`src/rtl/fir_folded_core.sv`:
```
// Time-multiplexed FIR: NUM_LANES MAC lanes each walk TAPS_PER_LANE taps per input sample.
// Define FIR_SAT_EN to saturate the output to OUT_W bits; by default it wraps.
module fir_folded_core #(
    parameter int DATA_W        = 3,
    parameter int COEFF_W       = 16,
    parameter int OUT_W         = 16,
    parameter int NUM_LANES     = 4,
    parameter int TAPS_PER_LANE = 10,
    parameter int OUT_SHIFT     = 0
) (
    input  logic                                         iClk12M,
    input  logic                                         iRsn,
    input  logic                                         iEnSample600k,
    input  logic                                         iCoeffUpdateFlag,
    input  logic                                         iCoeffWrEn,
    input  logic [$clog2(NUM_LANES*TAPS_PER_LANE)-1:0]   iAddrRam,
    input  logic signed [COEFF_W-1:0]                    iWrDtRam,
    input  logic [$clog2(NUM_LANES*TAPS_PER_LANE+1)-1:0] iNumOfCoeff,
    input  logic signed [DATA_W-1:0]                     iFirIn,
    output logic signed [OUT_W-1:0]                      oFirOut,
    output logic                                         oValid,
    output logic                                         oBusy,
    output logic                                         oOverrun
);

    localparam int NTAPS  = NUM_LANES * TAPS_PER_LANE;
    localparam int ADDR_W = $clog2(NTAPS);
    localparam int NUM_W  = $clog2(NTAPS + 1);
    localparam int PROD_W = DATA_W + COEFF_W;
    localparam int ACC_W  = PROD_W + $clog2(NTAPS);
    localparam int CNT_W  = (TAPS_PER_LANE > 1) ? $clog2(TAPS_PER_LANE) : 1;

    typedef enum logic [1:0] {
        IDLE = 2'd0,
        MAC  = 2'd1,
        SUM  = 2'd2,
        DONE = 2'd3
    } stateType;

    stateType                  state;
    stateType                  nextState;

    logic signed [DATA_W-1:0]  delayLine [NTAPS];
    logic signed [COEFF_W-1:0] coeffMem  [NTAPS];
    logic signed [ACC_W-1:0]   laneAcc   [NUM_LANES];
    logic signed [ACC_W-1:0]   total;
    logic [CNT_W-1:0]          cnt;
    logic [NUM_W-1:0]          numActive;

    logic [ADDR_W-1:0]         tapAddr   [NUM_LANES];
    logic signed [PROD_W-1:0]  laneProd  [NUM_LANES];
    logic signed [ACC_W-1:0]   laneSum;
    logic signed [ACC_W-1:0]   shifted;
    logic signed [OUT_W-1:0]   outNext;

    logic                      startStrobe;
    logic                      dropStrobe;
    logic                      abortRun;
    logic                      coeffWr;

    // A strobe in update mode is neither a start nor an overrun.
    assign startStrobe = (state == IDLE) && iEnSample600k && !iCoeffUpdateFlag;
    assign dropStrobe  = (state != IDLE) && iEnSample600k && !iCoeffUpdateFlag;
    assign abortRun    = ((state == MAC) || (state == SUM)) && iCoeffUpdateFlag;
    assign coeffWr     = iCoeffUpdateFlag && iCoeffWrEn && (32'(iAddrRam) < NTAPS);
    assign oBusy       = (state == MAC) || (state == SUM);

    // NOTE: sequential state uses non-blocking assignments so every register
    // samples pre-edge values regardless of statement order.
    always_ff @(posedge iClk12M or negedge iRsn) begin
        if (!iRsn) begin
            state <= IDLE;
        end else begin
            state <= nextState;
        end
    end

    // NOTE: every output of a combinational block is given a default before
    // the case statement, so no path leaves it unassigned and no latch is inferred.
    always_comb begin
        nextState = state;
        case (state)
            IDLE: begin
                if (startStrobe) nextState = MAC;
            end
            MAC: begin
                if (abortRun) begin
                    nextState = IDLE;
                end else if (cnt == CNT_W'(TAPS_PER_LANE - 1)) begin
                    nextState = SUM;
                end
            end
            SUM:     nextState = abortRun ? IDLE : DONE;
            DONE:    nextState = IDLE;
            default: nextState = IDLE;
        endcase
    end

    // Lane l handles tap l*TAPS_PER_LANE+cnt; taps beyond the active count are masked.
    always_comb begin
        for (int l = 0; l < NUM_LANES; l++) begin
            tapAddr[l]  = ADDR_W'(l * TAPS_PER_LANE) + ADDR_W'(cnt);
            laneProd[l] = '0;
            if (32'(tapAddr[l]) < 32'(numActive)) begin
                laneProd[l] = coeffMem[tapAddr[l]] * delayLine[tapAddr[l]];
            end
        end
    end

    always_comb begin
        laneSum = '0;
        for (int l = 0; l < NUM_LANES; l++) begin
            laneSum = laneSum + laneAcc[l];
        end
    end

    assign shifted = total >>> OUT_SHIFT;

`ifdef FIR_SAT_EN
    localparam logic signed [ACC_W-1:0] SAT_MAX = {{(ACC_W-OUT_W+1){1'b0}}, {(OUT_W-1){1'b1}}};
    localparam logic signed [ACC_W-1:0] SAT_MIN = {{(ACC_W-OUT_W+1){1'b1}}, {(OUT_W-1){1'b0}}};

    always_comb begin
        outNext = OUT_W'(shifted);
        if (shifted > SAT_MAX) begin
            outNext = {1'b0, {(OUT_W-1){1'b1}}};
        end else if (shifted < SAT_MIN) begin
            outNext = {1'b1, {(OUT_W-1){1'b0}}};
        end
    end
`else
    assign outNext = OUT_W'(shifted);
`endif

    // Delay line, lane accumulators and the final total.
    always_ff @(posedge iClk12M or negedge iRsn) begin
        if (!iRsn) begin
            for (int i = 0; i < NTAPS; i++) delayLine[i] <= '0;
            for (int l = 0; l < NUM_LANES; l++) laneAcc[l] <= '0;
            total     <= '0;
            cnt       <= '0;
            numActive <= '0;
        end else begin
            if (startStrobe) begin
                delayLine[0] <= iFirIn;
                for (int i = NTAPS - 1; i > 0; i--) delayLine[i] <= delayLine[i-1];
                for (int l = 0; l < NUM_LANES; l++) laneAcc[l] <= '0;
                cnt       <= '0;
                numActive <= (32'(iNumOfCoeff) > NTAPS) ? NUM_W'(NTAPS) : iNumOfCoeff;
            end
            if (state == MAC) begin
                for (int l = 0; l < NUM_LANES; l++) begin
                    laneAcc[l] <= laneAcc[l] + ACC_W'(laneProd[l]);
                end
                cnt <= cnt + 1'b1;
            end
            if (state == SUM) begin
                total <= laneSum;
            end
        end
    end

    // NOTE: the coefficient file is reset like ordinary flops because a reset
    // must leave every tap at zero; this rules out mapping it to a RAM macro.
    always_ff @(posedge iClk12M or negedge iRsn) begin
        if (!iRsn) begin
            for (int i = 0; i < NTAPS; i++) coeffMem[i] <= '0;
        end else if (coeffWr) begin
            coeffMem[iAddrRam] <= iWrDtRam;
        end
    end

    always_ff @(posedge iClk12M or negedge iRsn) begin
        if (!iRsn) begin
            oFirOut  <= '0;
            oValid   <= 1'b0;
            oOverrun <= 1'b0;
        end else begin
            oValid <= (state == DONE);
            if (state == DONE) oFirOut <= outNext;
            if (dropStrobe) oOverrun <= 1'b1;
        end
    end

endmodule

```
`config.mk`:
```
export PLATFORM = sky130hd
export DESIGN_NAME = fir_folded_core
export DESIGN_NICKNAME = d
export VERILOG_FILES = /design/src/rtl/fir_folded_core.sv
export SDC_FILE = /design/constraint.sdc
export NUM_CORES = 2
export LEC_CHECK = 0
export CAP_MARGIN = 5
export CORE_ASPECT_RATIO = 0.8
export CORE_MARGIN = 2
export CORE_UTILIZATION = 40
export CTS_BUF_LIST = sky130_fd_sc_hd__clkbuf_4 sky130_fd_sc_hd__clkbuf_8
export CTS_CLUSTER_SIZE = 20
export DETAILED_ROUTE_END_ITERATION = 6
export GPL_ROUTABILITY_DRIVEN = 0
export RECOVER_POWER = 25
export SYNTH_ARGS = -nofsm -noshare
export SYNTH_HDL_FRONTEND = slang
export SYNTH_SLANG_ARGS = --single-unit
```
`constraint.sdc`:
```
create_clock -name iClk12M -period 7.65 [get_ports iClk12M]
set_input_delay 1.53 -clock iClk12M [delete_from_list [all_inputs] [get_ports iClk12M]]
set_output_delay 1.53 -clock iClk12M [all_outputs]
set_load 0.05 [all_outputs]
```
==> run_results.csv <==
group,metric,value,unit
worst_setup_path,slowest_delay,580,ps
pwr,intPower,12300,uW
global_route,grt_pass1_wl,243,mm
worst_setup_path,r2r_cells,25,
hold_path,min_path_cells,1,
pwr,clockPowerShare,0.216,
hold_path,min_to,"oOverrun",
die,coreArea,0.136,mm^2
placed_design,dp_slack,415,ps
clock_tree,cts_buffers,148,
timing,maxSlewViolCount,206,
die,initial_core_util,0.403,
hold_path,hp-start,"oOverrun",
clock_tree,htreeDepth,4,
clock_tree,cts_tree,"done",
pwr,p_sw_frac,0.416,
timing,report.final.hold_viol_count,0,
final_layout,syn2layout_area_growth,10.8,%
final_layout,layout_commonest_cell,"dfrtp_1",
pwr,comb_power_share,0.509,
final_layout,drive_above_1_share,0.406,
pwr,p_leak,0.0277,uW
routing,drcViolationCount,0,
synthesis,seq_area_frac_synth,0.397,
synthesis,post_synth_num_cell_types,78,
die,rows,121,
die,boundaryPins,55,
clock_tree,clk_latency,910,ps
synthesis,synth_seq_cells,870,
die,fp.dieW,418,um
flow_run,cap_violations,1,
outcome,status,"finished, violations left",
routing,wire_per_inst,26.6,um
timing,worstMarginPinSlew,6060,ps
routing,ant_nets,0,
clock_tree,path_clk_slew,60,ps
die,fp.dieArea,0.140,mm^2
worst_setup_path,slowest_stage,"buf_4",
pwr,vdd_drop_max,0.317,mV
routing,vias,36200,
timing,min_period,7170,ps
timing,setup_ws,478,ps
pwr,power_density,347,mW/mm^2
clock_tree,clock_sinks,870,
timing,skew,57.1,ps
die,fp.dieH,335,um
global_route,overflow,0,
timing,finalSetupTns,0,ps
synthesis,mappedNetlistNets,4435,
timing,max_freq,0.139,GHz
placed_design,hpwl,109,mm
worst_setup_path,reg2reg_from,"cnt[1]",
worst_setup_path,startpoint_type,"flip-flop",
worst_setup_path,worstPathRequired,8420,ps
synthesis,yosysWarnings,0,
pwr,switchingPower,8770,uW
timing,rsz0062_at_grt,"false",
placed_design,portBuffers,54,
hold_path,hold_class,"reg -> reg",
global_route,grt_pass1_vias,36100,
final_layout,final_cell_mix,"866 x dfrtp_1, 798 x mux2_2, 467 x mux4_2, 277 x nand2_1, 200 x ha_1",
worst_setup_path,regToRegSetupSlack,480,ps
worst_setup_path,r2r_end,"laneAcc[40]",
worst_setup_path,critPathCaptureType,"flip-flop",
outcome,violations,"capacitance limit, slew limit",
timing,fin_crit_sh,0.938,
final_layout,final_util,0.447,
worst_setup_path,crit_fanout,48,
synthesis,synth_ff_type,"dfrtp_1",
worst_setup_path,arrival,7940,ps
clock_tree,root_buffer,"clkbuf_8",
routing,viasPerCell,5.99,
worst_setup_path,worst-setup-path-type,"reg -> reg",
global_route,antenna_found_initial,8,
routing,drt-total-wl,161,mm
clock_tree,hold_buffers,0,
synthesis,synthesis.area,0.0548,mm^2
clock_tree,cts_buffer_depth,3,
global_route,grt_max_degree,177,
timing,setup_viol,0,
synthesis,synthArstFlopShare,1.00,
routing,drtIter0Drc,3328,
timing,slew_headroom,-3.04,
synthesis,synth.avg_cell_area,13.4,um^2
pwr,seqPwrFrac,0.275,
final_layout,nNetsFinal,4483,
global_route,grt_usage,0.233,
synthesis,synth_enable_flop_cells,0,
routing,firstDrtPassIters,6,
synthesis,synth_cells,4102,
[registers in the layout (all words and copies together), names as in the netlist]
| name | count |
|---|---|
| state | 2 |
| delayLine | 120 |
| laneAcc | 64 |
| coeffMem | 640 |
| numActive | 6 |
| oFirOut | 16 |
| shifted | 16 |
| oValid | 1 |
| cnt | 4 |
| oOverrun | 1 |
[cell families (layout without fill, tap and decap cells)]
family / after synthesis / in the layout / synth area share
AO/OA/AOI/OAI: 434 / 434 / 0.0486
XOR/XNOR: 109 / 109 / 0.0187
other: 0 / 2 / 0
buffers and inverters: 418 / 574 / 0.0331
AND/OR/NAND/NOR: 665 / 665 / 0.0552
multiplexers: 1308 / 1308 / 0.367
flip-flops: 870 / 870 / 0.397
adder cells (fa/ha/maj): 298 / 298 / 0.0808
[worst max-delay path, delay by kind of cell (launching register included)]
kind / cells / cell delay, ps
DFF: 1 / 560
adders and majority gates: 5 / 1810
AOI/OAI and AO/OA: 9 / 1980
xor gates and xnor gates: 1 / 350
and+or+nand+nor: 5 / 710
buffers and inverters: 3 / 700
muxes: 2 / 920
[area by class of cell]
| type | instances | area [um^2] |
|---|---|---|
| timing repair buffer | 194 | 1740 |
| multi-input combinational | 2814 | 31400 |
| antenna | 2 | 5.00 |
| fill | 12300 | 75300 |
| sequential | 870 | 21800 |
| clock inverter | 26 | 287 |
| clock buffer | 232 | 2880 |
| inverter | 122 | 458 |
| tap | 1783 | 2230 |
[timing repair]
action                                 in CTS  in global routing
resized for setup                           0                  5
endpoints found under the hold margin       0                  0
setup endpoints to repair                   0                  2
buffers inserted                            0                  0
[cell usage after synthesis, types with 17 or more instances]
| cell type | count | area share |
|---|---|---|
| ha_1 | 203 | 0.046 |
| a21o_1 | 43 | 0.0059 |
| and2_1 | 20 | 0.0023 |
| nor2b_1 | 44 | 0.0050 |
| mux4_2 | 467 | 0.19 |
| o21ai_0 | 122 | 0.011 |
| o21bai_1 | 26 | 0.0036 |
| a21oi_1 | 135 | 0.012 |
| mux2i_1 | 32 | 0.0058 |
| buf_1 | 22 | 0.0015 |
| nor3_1 | 35 | 0.0032 |
| fa_1 | 94 | 0.034 |
| xor2_1 | 32 | 0.0051 |
| nand2b_1 | 42 | 0.0048 |
| nor2_1 | 174 | 0.012 |
| inv_1 | 118 | 0.0081 |
| dfrtp_1 | 870 | 0.40 |
| mux2_2 | 798 | 0.16 |
| clkbuf_1 | 201 | 0.014 |
| xnor2_1 | 71 | 0.011 |
| buf_2 | 43 | 0.0039 |
| nand2_1 | 277 | 0.019 |
| buf_4 | 17 | 0.0023 |
[per-layer routing]
layer	GRT usage	vias to the layer above	part of all wire
li1	-	15400	-
met1	0.333	19100	0.44
met2	0.338	1416	0.43
met3	0.0709	250	0.094
met4	0.0713	4	0.029
met5	0	-	0.00016
[metrics by stage]
stage / instance area (um^2) / hold slack [ps] / cells / power, uW
detailed placement: 57600 / 466 / 5782 / 16500
global placement: 57600 / 465 / 5782 / 16400
global route: 60800 / 505 / 6042 / 22500
finish: 60800 / 477 / 6043 / 21100
floorplan: 54900 / 446 / 4102 / 13400
CTS: 60800 / 484 / 6040 / 21200
[worst max-delay path by stage]
stage / start / endpoint / slack [ps]
after floorplan: cnt[1] / laneAcc[15] / 50
after global placement: cnt[1] / laneAcc[15] / 410
after detailed placement: cnt[1] / laneAcc[15] / 420
after CTS: cnt[1] / laneAcc[15] / 390
after global routing: cnt[1] / laneAcc[15] / 10
final: cnt[1] / laneAcc[40] / 480
[power groups by stage]
stage	clock [uW]	combinational (uW)	sequential [uW]
after floorplan	0	7640	5760
after global placement	0	10600	5850
after detailed placement	0	10700	5860
after CTS	4660	10700	5780
after global routing	4880	11700	5870
final	4560	10700	5790
Note: power is estimated with default switching activity, not from simulation.
